## config.mk

```make
export PLATFORM = sky130hd
export DESIGN_NAME = input_dma
export DESIGN_NICKNAME = d
export VERILOG_FILES = /design/src/rtl/cnn_pkg.sv /design/src/rtl/input_dma.sv
export SDC_FILE = /design/constraint.sdc
export NUM_CORES = 1
export LEC_CHECK = 0
export CORE_MARGIN = 2
export CORE_UTILIZATION = 40
export CTS_CLUSTER_DIAMETER = 150
export CTS_CLUSTER_SIZE = 25
export DETAILED_ROUTE_END_ITERATION = 6
export PLACE_DENSITY = 0.67
export SLEW_MARGIN = 20
export SYNTH_ARGS = -nofsm -noshare
export SYNTH_HDL_FRONTEND = slang
export SYNTH_SLANG_ARGS = --single-unit
```

## constraint.sdc

```tcl
create_clock -name clk -period 9.74 [get_ports clk]
set_clock_uncertainty 0.1 [all_clocks]
set_input_delay 2.435 -clock clk [delete_from_list [all_inputs] [get_ports clk]]
set_output_delay 2.435 -clock clk [all_outputs]
set_load 0.01 [all_outputs]
```

## src/rtl/cnn_pkg.sv

```systemverilog
// cnn_pkg: shared CNN-engine encodings (DMA state machine, ping-pong buffer select).
`default_nettype none

package cnn_pkg;

  typedef enum logic [2:0] {
    IDLE  = 3'd0,
    ISSUE = 3'd1,
    DRAIN = 3'd2,
    DONE  = 3'd3,
    REARM = 3'd4
  } dma_state_t;

  localparam logic BUF_A = 1'b0;
  localparam logic BUF_B = 1'b1;

endpackage

`default_nettype wire

```

## src/rtl/input_dma.sv

```systemverilog
// input_dma: burst-loads cfg_len words from external memory into ping-pong input buffer A or B.
// Optional macro DMA_PERF_CNT_EN adds the dma_cycles busy-cycle counter output.
`default_nettype none

module input_dma
  import cnn_pkg::*;
#(
  parameter int ADDR_W          = 16,
  parameter int DATA_W          = 32,
  parameter int BUF_AW          = 10,
  parameter int MAX_OUTSTANDING = 4
) (
  input  logic              clk,
  input  logic              reset,
  input  logic              dma_start,
  input  logic              active_in_buf,
  input  logic [ADDR_W-1:0] cfg_base,
  input  logic [BUF_AW:0]   cfg_len,
  output logic              mem_req_valid,
  input  logic              mem_req_ready,
  output logic [ADDR_W-1:0] mem_req_addr,
  input  logic              mem_rsp_valid,
  input  logic [DATA_W-1:0] mem_rsp_data,
  output logic              buf_a_we,
  output logic              buf_b_we,
  output logic [BUF_AW-1:0] buf_waddr,
  output logic [DATA_W-1:0] buf_wdata,
  output logic              busy,
`ifdef DMA_PERF_CNT_EN
  output logic [31:0]       dma_cycles,
`endif
  output logic              dma_done
);

  localparam int OUT_W = $clog2(MAX_OUTSTANDING + 1);

  dma_state_t        state, state_next;
  logic [ADDR_W-1:0] base;
  logic [BUF_AW:0]   len;
  logic [BUF_AW:0]   req_cnt;
  logic [BUF_AW:0]   rsp_cnt;
  logic [OUT_W-1:0]  outst;
  logic              buf_sel;
  logic              start_fire;
  logic              req_fire;
  logic              rsp_fire;
  logic              in_xfer;

  assign in_xfer       = (state == ISSUE) || (state == DRAIN);
  assign start_fire    = (state == IDLE) && dma_start;
  // Valid only falls on an accept (req_cnt/outst only grow then), so it holds stable while stalled.
  assign mem_req_valid = (state == ISSUE) && (req_cnt < len) && (outst < OUT_W'(MAX_OUTSTANDING));
  assign mem_req_addr  = base + ADDR_W'(req_cnt);
  assign req_fire      = mem_req_valid && mem_req_ready;
  assign rsp_fire      = mem_rsp_valid && in_xfer;
  assign busy          = in_xfer || (state == DONE);
  assign dma_done      = (state == DONE);

  always_ff @(posedge clk or posedge reset) begin
    if (reset) state <= IDLE;
    else       state <= state_next;
  end

  always_comb begin
    state_next = state;
    case (state)
      IDLE:    if (dma_start) state_next = (cfg_len == '0) ? DONE : ISSUE;
      ISSUE:   if (req_cnt == len) state_next = DRAIN;
      // The last write register is set in the same cycle rsp_cnt reaches len.
      DRAIN:   if (rsp_cnt == len) state_next = DONE;
      DONE:    state_next = REARM;
      REARM:   if (!dma_start) state_next = IDLE;
      default: state_next = IDLE;
    endcase
  end

  always_ff @(posedge clk or posedge reset) begin
    if (reset) begin
      base    <= '0;
      len     <= '0;
      buf_sel <= BUF_A;
      req_cnt <= '0;
      rsp_cnt <= '0;
      outst   <= '0;
    end else if (start_fire) begin
      base    <= cfg_base;
      len     <= cfg_len;
      buf_sel <= active_in_buf;
      req_cnt <= '0;
      rsp_cnt <= '0;
      outst   <= '0;
    end else begin
      if (req_fire) req_cnt <= req_cnt + 1'b1;
      if (rsp_fire) rsp_cnt <= rsp_cnt + 1'b1;
      case ({req_fire, rsp_fire})
        2'b10:   outst <= outst + 1'b1;
        2'b01:   outst <= outst - 1'b1;
        default: outst <= outst;
      endcase
    end
  end

  always_ff @(posedge clk or posedge reset) begin
    if (reset) begin
      buf_a_we  <= 1'b0;
      buf_b_we  <= 1'b0;
      buf_waddr <= '0;
      buf_wdata <= '0;
    end else begin
      buf_a_we <= rsp_fire && (buf_sel == BUF_A);
      buf_b_we <= rsp_fire && (buf_sel == BUF_B);
      if (rsp_fire) begin
        buf_waddr <= rsp_cnt[BUF_AW-1:0];
        buf_wdata <= mem_rsp_data;
      end
    end
  end

`ifdef DMA_PERF_CNT_EN
  always_ff @(posedge clk or posedge reset) begin
    if (reset)                             dma_cycles <= '0;
    else if (start_fire)                   dma_cycles <= '0;
    else if (in_xfer && dma_cycles != '1)  dma_cycles <= dma_cycles + 32'd1;
  end
`endif

endmodule

`default_nettype wire
```

==> results of run 1 <==
==> final timing paths <==
path                                          to  slack (ns)  cells past startpoint
worst min register to register          buf_a_we        0.35                      1
worst min-delay path                    buf_a_we        0.35                      1
min in group asynchronous          buf_wdata[20]        2.28                      2
worst max-delay path            mem_req_addr[12]        3.54                     10
worst max register to register          outst[2]        7.02                      8
max in group asynchronous          buf_wdata[28]        6.27                      3
==> per-stage QoR <==
step                utilization (%)  cells  setup WS (ns)  cell area (µm²)  hold slack (ns)
finish                         55.0    792           3.54             6880            0.349
CTS                            54.9    792           3.57             6880            0.352
floorplan                         -    493           4.59             5100            0.315
detailed placement             52.2    776           3.95             6540            0.343
global route                   55.0    792           3.25             6880            0.392
global placement               52.2    776           4.03             6540            0.331
==> logic make-up after synthesis <==
logic type	count (synthesis)
XOR/XNOR	31
adder cells (fa/ha/maj)	26
AND/OR/NAND/NOR	174
flip-flops	100
multiplexers	49
buffers and inverters	40
AO/OA/AOI/OAI	73
==> registers in the layout (all words and copies together), names as in the netlist <==
signal	flops
len	11
state	3
buf_waddr	10
rsp_cnt	11
buf_b_we	1
req_cnt	11
buf_a_we	1
base	16
buf_sel	1
buf_wdata	32
outst	3
==> layout make-up <==
type,instances,area [µm²],area share [%]
clock buffers,10,229,3.33
clock inverters,6,111,1.62
inverters,21,81.3,1.18
multi-input cells,353,2440,35.5
flip-flops and latches,100,2500,36.4
well taps,172,215,3.13
repair buffers,130,1300,18.9
==> where the power goes <==
group	leakage, nW	switching, mW	internal [mW]
logic	1.67	0.374	0.432
clock network	0.163	0.161	0.252
registers	1.25	0.115	0.558
==> layout by cell type (no fill, tap or decap), types with 5 or more instances in the layout <==
cell type and n:
sky130_fd_sc_hd__clkdlybuf4s50_1 127, sky130_fd_sc_hd__dfrtp_1 100, sky130_fd_sc_hd__nand2_1 80, sky130_fd_sc_hd__mux2_2 42, sky130_fd_sc_hd__nor2_1 30, sky130_fd_sc_hd__o21ai_0 26
sky130_fd_sc_hd__ha_1 24, sky130_fd_sc_hd__inv_1 20, sky130_fd_sc_hd__xor2_1 18, sky130_fd_sc_hd__a21oi_1 17, sky130_fd_sc_hd__xnor2_1 13, sky130_fd_sc_hd__nand3_1 12
sky130_fd_sc_hd__o31ai_1 9, sky130_fd_sc_hd__clkbuf_16 9, sky130_fd_sc_hd__and3_1 8, sky130_fd_sc_hd__mux2i_1 7, sky130_fd_sc_hd__nor3_1 6, sky130_fd_sc_hd__o21a_1 6
sky130_fd_sc_hd__a211oi_1 5, sky130_fd_sc_hd__or4_1 5, sky130_fd_sc_hd__nor4_1 5
==> per-layer routing <==
layer  vias up  global-route usage [%]
met5         -                       0
met4         0                    6.27
met3        22                    3.30
met2       133                    31.9
met1      1936                    22.9
li1       1949                       -
==> flow_summary.toml, run 1 <==
[cts]
post_cts_resized = 0
h-tree-depth = 3
tritoncts.num_buffers = 9
ctsHoldBuffers = 0
worst_setup_hold_path_clk_slew_ns = 0.07
cts_tree = "built"
cts_root_buf = "sky130_fd_sc_hd__clkbuf_16"
cts_post_setup_buffers_inserted = 0
cts.sink_count = 100
insertion_delay_ns = 0.35
cts-root-to-sink-buffers = 2

[timing]
finalHoldViolCount = 0
min_period_ns = 6.20
fmax_ghz = 0.161
grt_setup_unrepaired = "false"
finalSetupTns_ns = 0
relative_slew_margins_pct = 49.2
final_max_slew_viol_count = 0
finalCritPeriodShare_pct = 63.6
max_slew.worst_pin.slew_ns = 0.742
setup-violations-final = 0

[setup_path]
timing.critical_path.required_ns = 7.21
crit_fanout = 7
startpoint_type = "flop"
worstSetupEndpointType = "output pin"
worst_path_largest_cell_delay_ns = 0.67
critical_path.n_buffers_inverters = 2
setup.worst_path.start = "req_cnt[0]"
worst-endpoint-arrival_ns = 3.66
critPathMostFrequentCell = "sky130_fd_sc_hd__o21ai_0"
cp_top_family = "compound AO/OA/AOI/OAI gates"
crit_slowest_cell = "sky130_fd_sc_hd__a2111oi_0"
crit_type = "flop to output pin"
cp_cell_sequence = "ha_1, inv_1, fa_1, nor2b_1, o31a_1, o21ai_0, a2111oi_0, o21ai_0, xnor2_1, clkdlybuf4s50_1"
timing.rr.start = "state[0]"

[drt]
routed_wire_length_per_instance_um = 15.2
detailedRoute.firstPassIterationCount = 4
via_count = 4040
first_iter_violations = 139
drtAntennaViolNets = 0
post_detailed_routing_wire_length_mm = 12.0
top_layer = "met4"
wl_met2_mm = 5.91
met3_wirelength_um = 682
met1Wirelength_mm = 5.26
avgViaCountPerCell = 5.10
number_of_design_rule_violations_left_after_detail_routing = 0

[yosys]
synth_top_family_by_area = "simple AND/OR/NAND/NOR gates"
yosys.area.top_type_share_pct = 49.0
synth_xor_area_share_pct = 5.32
synth_edf_count = 0
synth_flop_cell = "sky130_fd_sc_hd__dfrtp_1"
synthTopCellsByArea = "sky130_fd_sc_hd__dfrtp_1 (49%), sky130_fd_sc_hd__mux2_2 (9.3%), sky130_fd_sc_hd__ha_1 (5.9%), sky130_fd_sc_hd__nand2_1 (5.9%), sky130_fd_sc_hd__xor2_1 (3.1%)"
synth_most_common_cell = "sky130_fd_sc_hd__dfrtp_1"
register_bit_count_reported_by_yosys = 100
post_synth_and_or_nand_nor_area_fraction_pct = 16.3
netlist_area_um2 = 5100
synth_compound_area_share_pct = 8.75
postSynthNetCount = 584
synth_warnings = 0
yosysSeqAreaShare_pct = 49.0
proportion_of_register_bits_with_asynchronous_set_or_reset_after_synthesis_pct = 100
synth_common_cells = "sky130_fd_sc_hd__dfrtp_1 (100), sky130_fd_sc_hd__nand2_1 (80), sky130_fd_sc_hd__mux2_2 (42)"
synth.distinct_cells = 45
post_synth_fa_ha_maj_area_fraction_pct = 6.67
yosysTopAreaCell = "sky130_fd_sc_hd__dfrtp_1"
synth_cells = 493
avgSynthCellArea_um2 = 10.4
synth_mux_area_share_pct = 10.6

[flow_run]
timing.max_cap.violations = 0

[placed_design]
place_congestion = 0.822
port-buffer-count = 127
dp_hpwl_mm = 8.87

[global_routing]
grt_pass1_vias = 4001
grt_first_pass_wirelength_mm = 19.6
grt_antenna_before_repair = 0
grt_start_max_net_pins = 79
grtUsageTotal_pct = 18.3
gr-total-overflow = 0

[cells_and_area]
antenna_cells = 0
final_nets = 706
drive_gt1_share_pct = 11.5
area_delta_synth_final_pct = 34.8
num-fill-cells = 1166

[hold_path]
min_from = "buf_sel"
hold_path_class = "flop to flop"

[floorplan]
start_util_pct = 40.8
num_rows = 41
dieHeight_um = 117
die_width_um = 117
fp.dieArea_um2 = 13700
pin_count = 128
floorplan.core_area_um2 = 12500

[power_and_ir_drop]
power_density_nw_per_um2 = 275
power.leakage_nw = 3.08
power.total_mw = 1.89
max-vdd-ir-drop_v = 0.000157

[outcome]
status = "completed"
No activity file was read; power rests on OpenSTA's default activity.
==> inputs of run 2 (changes only) <==
--- a/config.mk
+++ b/config.mk
@@ -10,7 +10,7 @@
 export CTS_CLUSTER_DIAMETER = 150
 export CTS_CLUSTER_SIZE = 25
 export DETAILED_ROUTE_END_ITERATION = 6
-export PLACE_DENSITY = 0.67
+export PLACE_DENSITY = 0.7
 export SLEW_MARGIN = 20
 export SYNTH_ARGS = -nofsm -noshare
 export SYNTH_HDL_FRONTEND = slang
==> constraint.sdc (replaced) <==
create_clock -name clk -period 5.53 [get_ports clk]
set_clock_uncertainty 0.1 [all_clocks]
set_input_delay 1.3825 -clock clk [delete_from_list [all_inputs] [get_ports clk]]
set_output_delay 1.3825 -clock clk [all_outputs]
set_load 0.01 [all_outputs]
==> run 2 against run 1 <==
Worst setup slack worse by 3.1 ns. Non-clock buffer count stayed put. Hold slack better by 0.0066 ns. Clock power is 64% higher. Sequential share of layout area hardly changed. Die area stayed put. Critical path type unchanged. Critical endpoint unchanged.
==> flow_summary.toml, run 2 (synthesis results as in run 1) <==
[outcome]
status = "completed"

[power_and_ir_drop]
power_density_nw_per_um2 = 477
max-vdd-ir-drop_v = 0.000319
p_sw_share_pct = 34.6
power.leakage_nw = 3.07
power.internal_mw = 2.15
sequentialPowerShare_pct = 36.1
combinationalPowerShare_pct = 43.2
total_switching_power_mw = 1.13
clock_power_share_pct = 20.7

[placed_design]
post-place-ws_ns = 0.775
dp_hpwl_mm = 8.86
place_congestion = 0.837
port-buffer-count = 127

[drt]
detailedRoute.firstPassIterationCount = 6
first_iter_violations = 169
avgViaCountPerCell = 5.10
number_of_design_rule_violations_left_after_detail_routing = 0
drtAntennaViolNets = 0
routed_wire_length_per_instance_um = 14.8
post_detailed_routing_wire_length_mm = 11.7
via_count = 4041

[cells_and_area]
number_of_flip_flops_under_the_largest_register_name = 32
antenna_cells = 0
largest-register = "buf_wdata"
mostFrequentLayoutCells = "sky130_fd_sc_hd__clkdlybuf4s50_1 (127), sky130_fd_sc_hd__dfrtp_1 (100), sky130_fd_sc_hd__nand2_1 (80)"
final_nets = 706
mostFrequentLayoutCell = "sky130_fd_sc_hd__clkdlybuf4s50_1"
drive_gt1_share_pct = 11.6
layout_top_registers = "buf_wdata x32, base x16"
num-fill-cells = 1145
area_delta_synth_final_pct = 34.8

[setup_path]
reg2reg_depth = 8
timing.critical_path.required_ns = 4.05
critical_path.n_buffers_inverters = 2
startpoint_type = "flop"
worst-endpoint-arrival_ns = 3.64
setup.worst_path.start = "req_cnt[0]"
worstSetupEndpointType = "output pin"
crit_path_capture = "mem_req_addr[12]"
timing.rr.start = "req_cnt[2]"
worst_path_largest_cell_delay_ns = 0.70
crit_type = "flop to output pin"
crit-reg2reg-capture = "outst[2]"
path_depth = 10
critPathMostFrequentCell = "sky130_fd_sc_hd__o21ai_0"
crit_slowest_cell = "sky130_fd_sc_hd__a2111oi_0"
reg2reg_setup_slack_ns = 2.86
cp_cell_sequence = "ha_1, inv_1, fa_1, nor2b_1, o31a_1, o21ai_0, a2111oi_0, o21ai_0, xnor2_1, clkdlybuf4s50_1"
crit_fanout = 7
cp_top_family = "compound AO/OA/AOI/OAI gates"

[global_routing]
grtUsageTotal_pct = 17.9
gr-total-overflow = 0
grt_first_pass_wirelength_mm = 19.2
grt_start_max_net_pins = 75
grt_antenna_before_repair = 0
grt_pass1_vias = 4061

[cts]
ctsHoldBuffers = 0
post_cts_resized = 0
h-tree-depth = 3
cts-root-to-sink-buffers = 2
cts_post_setup_buffers_inserted = 0
cts_root_buf = "sky130_fd_sc_hd__clkbuf_16"
cts_tree = "built"
insertion_delay_ns = 0.34
worst_setup_hold_path_clk_slew_ns = 0.07
tritoncts.num_buffers = 9
cts.sink_count = 100

[timing]
layout_setup_ws_ns = 0.408
finalCritPeriodShare_pct = 92.6
finalSetupTns_ns = 0
grt_setup_unrepaired = "false"
min_period_ns = 5.12
max_slew.worst_pin.slew_ns = 0.901
final_max_slew_viol_count = 0
setup-violations-final = 0
relative_slew_margins_pct = 40.0
fmax_ghz = 0.195
finalHoldViolCount = 0

[floorplan]
fp.dieArea_um2 = 13700
floorplan.core_area_um2 = 12500
die_width_um = 117
dieHeight_um = 117
num_rows = 41
pin_count = 128
start_util_pct = 40.8

[flow_run]
timing.max_cap.violations = 0

[hold_path]
hold_path_class = "flop to flop"
-- run 2: cell count changes in the layout (fill, tap and decap cells not counted) --
| cell | delta |
|---|---|
| sky130_fd_sc_hd__bufinv_16 | -1 |
| sky130_fd_sc_hd__clkinvlp_4 | +1 |
| sky130_fd_sc_hd__inv_6 | +1 |
| sky130_fd_sc_hd__buf_6 | -1 |
| sky130_fd_sc_hd__clkbuf_1 | -1 |
| sky130_fd_sc_hd__buf_16 | +1 |
-- run 2: worst min path at each step --
| stage | start | endpoint | slack [ns] | cells past startpoint |
|---|---|---|---|---|
| floorplan | buf_sel | buf_a_we | 0.32 | 1 |
| global placement | buf_sel | buf_a_we | 0.33 | 1 |
| detailed placement | buf_sel | buf_a_we | 0.34 | 1 |
| CTS | buf_sel | buf_a_we | 0.36 | 1 |
| global route | buf_sel | buf_a_we | 0.38 | 1 |
| finish | buf_sel | buf_a_we | 0.36 | 1 |
-- run 2: cell type report --
type	instances	area [µm²]	share of cell area, %
multi-input combinational	353	2440	35.5
sequential	100	2500	36.4
timing repair buffer	130	1310	19.1
clock inverter	7	97.6	1.42
inverter	21	81.3	1.18
clock buffer	9	225	3.27
tap	172	215	3.13
-- run 2: worst reg2reg max path, cell delays in order, from the launching register on --
cell                      delay (ns)
sky130_fd_sc_hd__dfrtp_1        0.47
sky130_fd_sc_hd__ha_1           0.35
sky130_fd_sc_hd__a21oi_1        0.15
sky130_fd_sc_hd__a21oi_1        0.10
sky130_fd_sc_hd__o31ai_2        0.38
sky130_fd_sc_hd__a31oi_1        0.20
sky130_fd_sc_hd__fa_1           0.42
sky130_fd_sc_hd__mux2i_1        0.19
sky130_fd_sc_hd__mux2i_1        0.22
-- run 2: routing by layer --
layer / part of all wire (%) / wire, µm / vias to the layer above / global-route usage [%]
met2: 51 / 5950 / 113 / 31.9
met1: 43 / 5010 / 1960 / 21.8
met4: 0.69 / 81 / 0 / 4.78
li1: - / - / 1962 / -
met5: 0 / 0 / - / 0
met3: 5.8 / 680 / 6 / 3.91
-- run 2: power groups by stage --
stage | registers, mW | logic (mW) | clock network [mW]
after detailed placement | 1.20 | 1.43 | 0
after floorplan | 1.19 | 0.790 | 0
after global placement | 1.19 | 1.39 | 0
after CTS | 1.19 | 1.44 | 0.694
after global routing | 1.22 | 1.57 | 0.727
final | 1.19 | 1.42 | 0.678
-- run 2: stage by stage --
stage          hold WS (ns)  power [mW]  utilization [%]  std cells  cell area, µm²
2_1_floorplan         0.315        1.98                -        493            5100
3_3_place_gp          0.330        2.58             52.2        775            6530
3_5_place_dp          0.343        2.63             52.4        776            6560
4_1_cts               0.359        3.32             55.0        792            6880
5_1_grt               0.383        3.52             55.0        792            6880
6_report              0.356        3.28             55.0        792            6880
==> edit 1, RTL diff (config.mk and constraints of run 2) <==
Re-encode `dma_state_t` (5 states) as Gray code, 3 bits wide.
--- a/src/rtl/cnn_pkg.sv
+++ b/src/rtl/cnn_pkg.sv
@@ -4,11 +4,11 @@
 package cnn_pkg;
 
   typedef enum logic [2:0] {
-    IDLE  = 3'd0,
-    ISSUE = 3'd1,
-    DRAIN = 3'd2,
-    DONE  = 3'd3,
-    REARM = 3'd4
+    IDLE  = 3'b000,
+    ISSUE = 3'b001,
+    DRAIN = 3'b011,
+    DONE  = 3'b010,
+    REARM = 3'b110
   } dma_state_t;
 
   localparam logic BUF_A = 1'b0;
Function: same outputs for any inputs over 4 cycles, from zero or initial values and one cycle with reset high; so few cycles prove little.
==> edit 1 against run 2 <==
  * Sequential share of layout area is 0.23 points higher
  * Via count up 7.4%
  * Area after synthesis up 0.86%
  * Non-clock buffer count grew 1
  * Global-route usage increased by 1.0 points
  * Design area decreased by 0.62%
  * Worst hold slack got worse by 9.3 ps
  * Routed wire length up 7.8%
  * Total power shrank 27%
  * Setup slack gained 290 ps
  * Largest cell class unchanged
  * Sequential cell count is the same
==> edit 1: results (changes against run 2) <==
stage	metric	value	unit	change
pwr	Int Pwr	1.59	mW	was 2.15 mW
cells_and_area	Inverters	24		was 21
cells_and_area	Area Overhead vs Synth	32.8	%	was 34.8%
place	post-DP HPWL	9.07	mm	was 8.86 mm
cells_and_area	Plain + repair buffers	131		was 130
cells_and_area	multi-input gate share of total cell area	36.0	%	was 35.5%
place	Final GP Congestion	0.818		was 0.837
grt	global-route wire length before repair	21.2	mm	was 19.2 mm
synthesis	largest cells by area after synthesis	dfrtp_1, nand2_1, ha_1		was dfrtp_1, mux2_2, ha_1
detailed_routing	TritonRoute pass-1 iters	5		was 6
critical_path	slowest cell on the critical path	clkdlybuf4s50_1		was a2111oi_0
cells_and_area	nets	789		was 706
cells_and_area	Final non-clock buffer share	19.0	%	was 19.1%
grt	M2 GR Usage	32.6	%	was 31.9%
critical_path	Crit path largest cell delay	570	ps	was 700 ps
synthesis	Post-Syn Nets	672		was 584
synthesis	top cells by count, synth	nand2_1, dfrtp_1, nor2_1, xnor2_1, o21ai_0		was dfrtp_1, nand2_1, mux2_2, nor2_1, o21ai_0
pwr	Worst IR Drop VDD	0.154	mV	was 0.319 mV
pwr	Clk power	0.588	mW	was 0.678 mW
cells_and_area	clock network area share	3.92	%	was 4.69%
cells_and_area	fillers	1123		was 1145
detailed_routing	routed wire length on met2	6.37	mm	was 5.95 mm
grt	largest net degree at the start of global routing	76		was 75
synthesis	Synth Area per Inst	8.86	µm²	was 10.4 µm²
pwr	Seq. pwr	1.01	mW	was 1.19 mW
cells_and_area	CLK BUF	10		was 9
outcome	status	finished, final reports clean		unchanged
edit 1: worst register-to-register path, cell delays in order, from the launching register on:
cell,delay (ps)
dfrtp_1,460
ha_1,340
a21oi_1,170
a21oi_1,80
o31a_1,430
nor2_4,280
nor2_1,90
fa_1,420
o41ai_1,390
a21o_1,120
edit 1: cell families (layout without fill, tap and decap cells):
group,count (synthesis),after routing,share of synthesized area (%)
compound gates,65,65,7.90
xor+xnor,37,37,6.29
fa+ha+maj,26,26,6.61
buf+inv,49,170,3.96
flops,100,100,48.6
mux,3,3,0.583
simple gates,301,301,26.1
edit 1: final timing paths:
path	start	to	slack (ps)	cells after the start
worst max-delay path	req_cnt[6]	mem_req_addr[15]	700	8
min in group asynchronous	reset	buf_wdata[9]	1490	2
worst min register to register	buf_sel	buf_a_we	350	1
worst max register to register	req_cnt[2]	outst[2]	2590	9
max in group asynchronous	reset	buf_wdata[27]	2930	3
worst min-delay path	buf_sel	buf_a_we	350	1
==> edit 2, RTL diff (config.mk and constraints of run 2) <==
Without the edit above. Add a define of `DMA_PERF_CNT_EN`.
--- a/src/rtl/input_dma.sv
+++ b/src/rtl/input_dma.sv
@@ -1,6 +1,8 @@
 // input_dma: burst-loads cfg_len words from external memory into ping-pong input buffer A or B.
 // Optional macro DMA_PERF_CNT_EN adds the dma_cycles busy-cycle counter output.
 `default_nettype none
+
+`define DMA_PERF_CNT_EN
 
 module input_dma
   import cnn_pkg::*;
Function (old outputs only; new: dma_cycles): kept (Yosys induction, for registers that start in step).
==> edit 2 against run 2 <==
  * Total power is 34% higher
  * Design area is 34% higher
  * Die area up 33%
  * Clock power increased by 56%
  * Non-clock buffer count is 40 higher
  * Sequential cell count up 32
  * Routed wire length rose by 52%
  * Count of clock-buffer cells in the layout up 8
  * Via count up 45%
  * Setup slack improved by 380 ps
  * Area after synthesis is 34% higher
==> edit 2: results (changes against run 2) <==
stage	metric	value	unit	change
detailed_routing	TritonRoute pass-1 iters	5		was 6
clock_network	Root Driver	clkbuf_16		unchanged
clock_network	H-tree depth	4		was 3
cells_and_area	ANT cells	0		unchanged
clock_network	setup repair bufs after CTS	0		unchanged
synthesis	largest cells by area after synthesis	dfrtp_1, nand2_1, ha_1		was dfrtp_1, mux2_2, ha_1
timing	Worst Tran Pin Value	714	ps	was 901 ps
outcome	status	finished, final reports clean		unchanged
synthesis	register area share after synthesis	48.3	%	was 49.0%
critical_path	r2r startpoint	state[0]		was req_cnt[2]
detailed_routing	drt total wl	17.8	mm	was 11.7 mm
synthesis	Main synth FF type	dfrtp_1		unchanged
synthesis	top cells by count, synth	nand2_1, dfrtp_1, nor2_1, o21ai_0, xor2_1		was dfrtp_1, nand2_1, mux2_2, nor2_1, o21ai_0
pwr	Worst IR Drop VDD	0.245	mV	was 0.319 mV
clock_network	CTS Hold Bufs	0		unchanged
grt	antenna violations before repair	0		unchanged
grt	GRT Util Overall	20.1	%	was 17.9%
critical_path	slowest cell on the critical path	clkdlybuf4s50_1		was a2111oi_0
timing	Max Slew Vio Count	0		unchanged
cells_and_area	nets	1007		was 706
critical_path	Crit path largest cell delay	550	ps	was 700 ps
critical_path	reg-to-reg slack, setup	2470	ps	was 2860 ps
critical_path	reg2reg path depth	7		was 8
synthesis	FFs w/ async S/R, synth	100	%	unchanged
cells_and_area	fillers	1530		was 1145
place	pre-CTS setup slack	1240	ps	was 775 ps
critical_path	worst r2r dst	outst[2]		unchanged
grt	largest net degree at the start of global routing	74		was 75
clock_network	Bufs on Longest Clock Path	2		unchanged
clock_network	Resize count post-CTS	0		unchanged
pwr	Leak	4.21	nW	was 3.07 nW
synthesis	Ys Warns	0		unchanged
detailed_routing	DR vias/cell	5.12		was 5.10
clock_network	Clock Latency Late Sink	420	ps	was 340 ps
grt	vias in the first global route	5591		was 4061
cells_and_area	share of layout cells above drive strength 1	7.00	%	was 11.6%
critical_path	crit path DAT	3260	ps	was 3640 ps
cells_and_area	top flop regs	buf_wdata (32), dma_cycles (32), base (16)		was buf_wdata (32), base (16)
grt	global-route wire length before repair	28.8	mm	was 19.2 mm
clock_network	Worst-path clk slew	60	ps	
critical_path	CP Max Fanout	6		was 7
critical_path	crit path to	mem_req_addr[12]		unchanged
place	Final GP Congestion	0.861		was 0.837
place	post-DP HPWL	12.5	mm	was 8.86 mm
place	I/O Buffers	159		was 127
detailed_routing	initial DRC count	366		was 169
clock_network	CTS buffer count	17		was 9
synthesis	Post-Syn Nets	850		was 584
synthesis	count of cell types in the netlist	53		was 45
critical_path	crit path from	req_cnt[0]		unchanged
timing	setup TNS	0	ps	unchanged
hold_path	HP Class	flop to flop		unchanged
-- edit 2: changes by cell type after synthesis, sizes merged, moves of 12 or more --
cell	before	now
nand2	81	229
mux2	42	0
dfrtp	100	132
nor2	31	49
nand4	4	16
o211ai	2	14
-- edit 2: where the power goes --
part | internal, mW | leakage, nW | switching (mW)
registers | 1.29 | 1.67 | 0.356
clock network | 0.619 | 0.258 | 0.444
logic | 0.904 | 2.29 | 0.802
total | 2.81 | 4.21 | 1.60
-- edit 2: how the worst min path moves through the flow --
stage / from / end / slack [ps] / depth (start not counted)
6_report: buf_sel / buf_a_we / 350 / 1
5_1_grt: buf_sel / buf_a_we / 380 / 1
4_1_cts: buf_sel / buf_a_we / 350 / 1
3_5_place_dp: buf_sel / buf_a_we / 340 / 1
3_3_place_gp: buf_sel / buf_a_we / 330 / 1
2_1_floorplan: buf_sel / buf_a_we / 320 / 1
-- edit 2: critical path: cells and delay by family (launching register included) --
kind                     cells  cell delay (ps)
buffers and inverters        3              760
AO/OA/AOI/OAI                4              700
adder cells (fa/ha/maj)      2              600
flip-flops                   1              450
AND/OR/NAND/NOR              1              170
XOR/XNOR                     1              160
-- edit 2: cells by family (layout without fill, tap and decap cells) --
kind of cell	Yosys count	count (layout)	synth area share (%)
simple gates	383	383	25.9
flops	132	132	48.3
compound gates	106	106	9.87
buf+inv	57	227	3.68
xor+xnor	50	50	6.41
fa+ha+maj	27	27	5.16
mux	3	3	0.622
-- edit 2: final cells by class --
type	count	area [µm²]	share of cell area [%]
Tap cell	220	275	2.99
Clock inverter	15	130	1.41
Inverter	25	98.8	1.07
Multi-Input combinational cell	569	3300	35.8
Clock buffer	17	425	4.62
Sequential cell	132	3300	35.9
Timing Repair Buffer	170	1670	18.2
-- edit 2: per-layer routing --
metal	wire length (µm)	track usage [%]	vias to the layer above
met1	8260	27.4	2830
met3	777	4.84	20
met2	8500	31.9	137
met4	249	5.79	0
met5	0	0	-
li1	-	-	2892
-- edit 2: through the flow --
step | instance area, µm² | instances
global route | 9200 | 1148
detailed placement | 8640 | 1116
finish | 9200 | 1148
CTS | 9200 | 1148
floorplan | 6840 | 758
global placement | 8640 | 1116
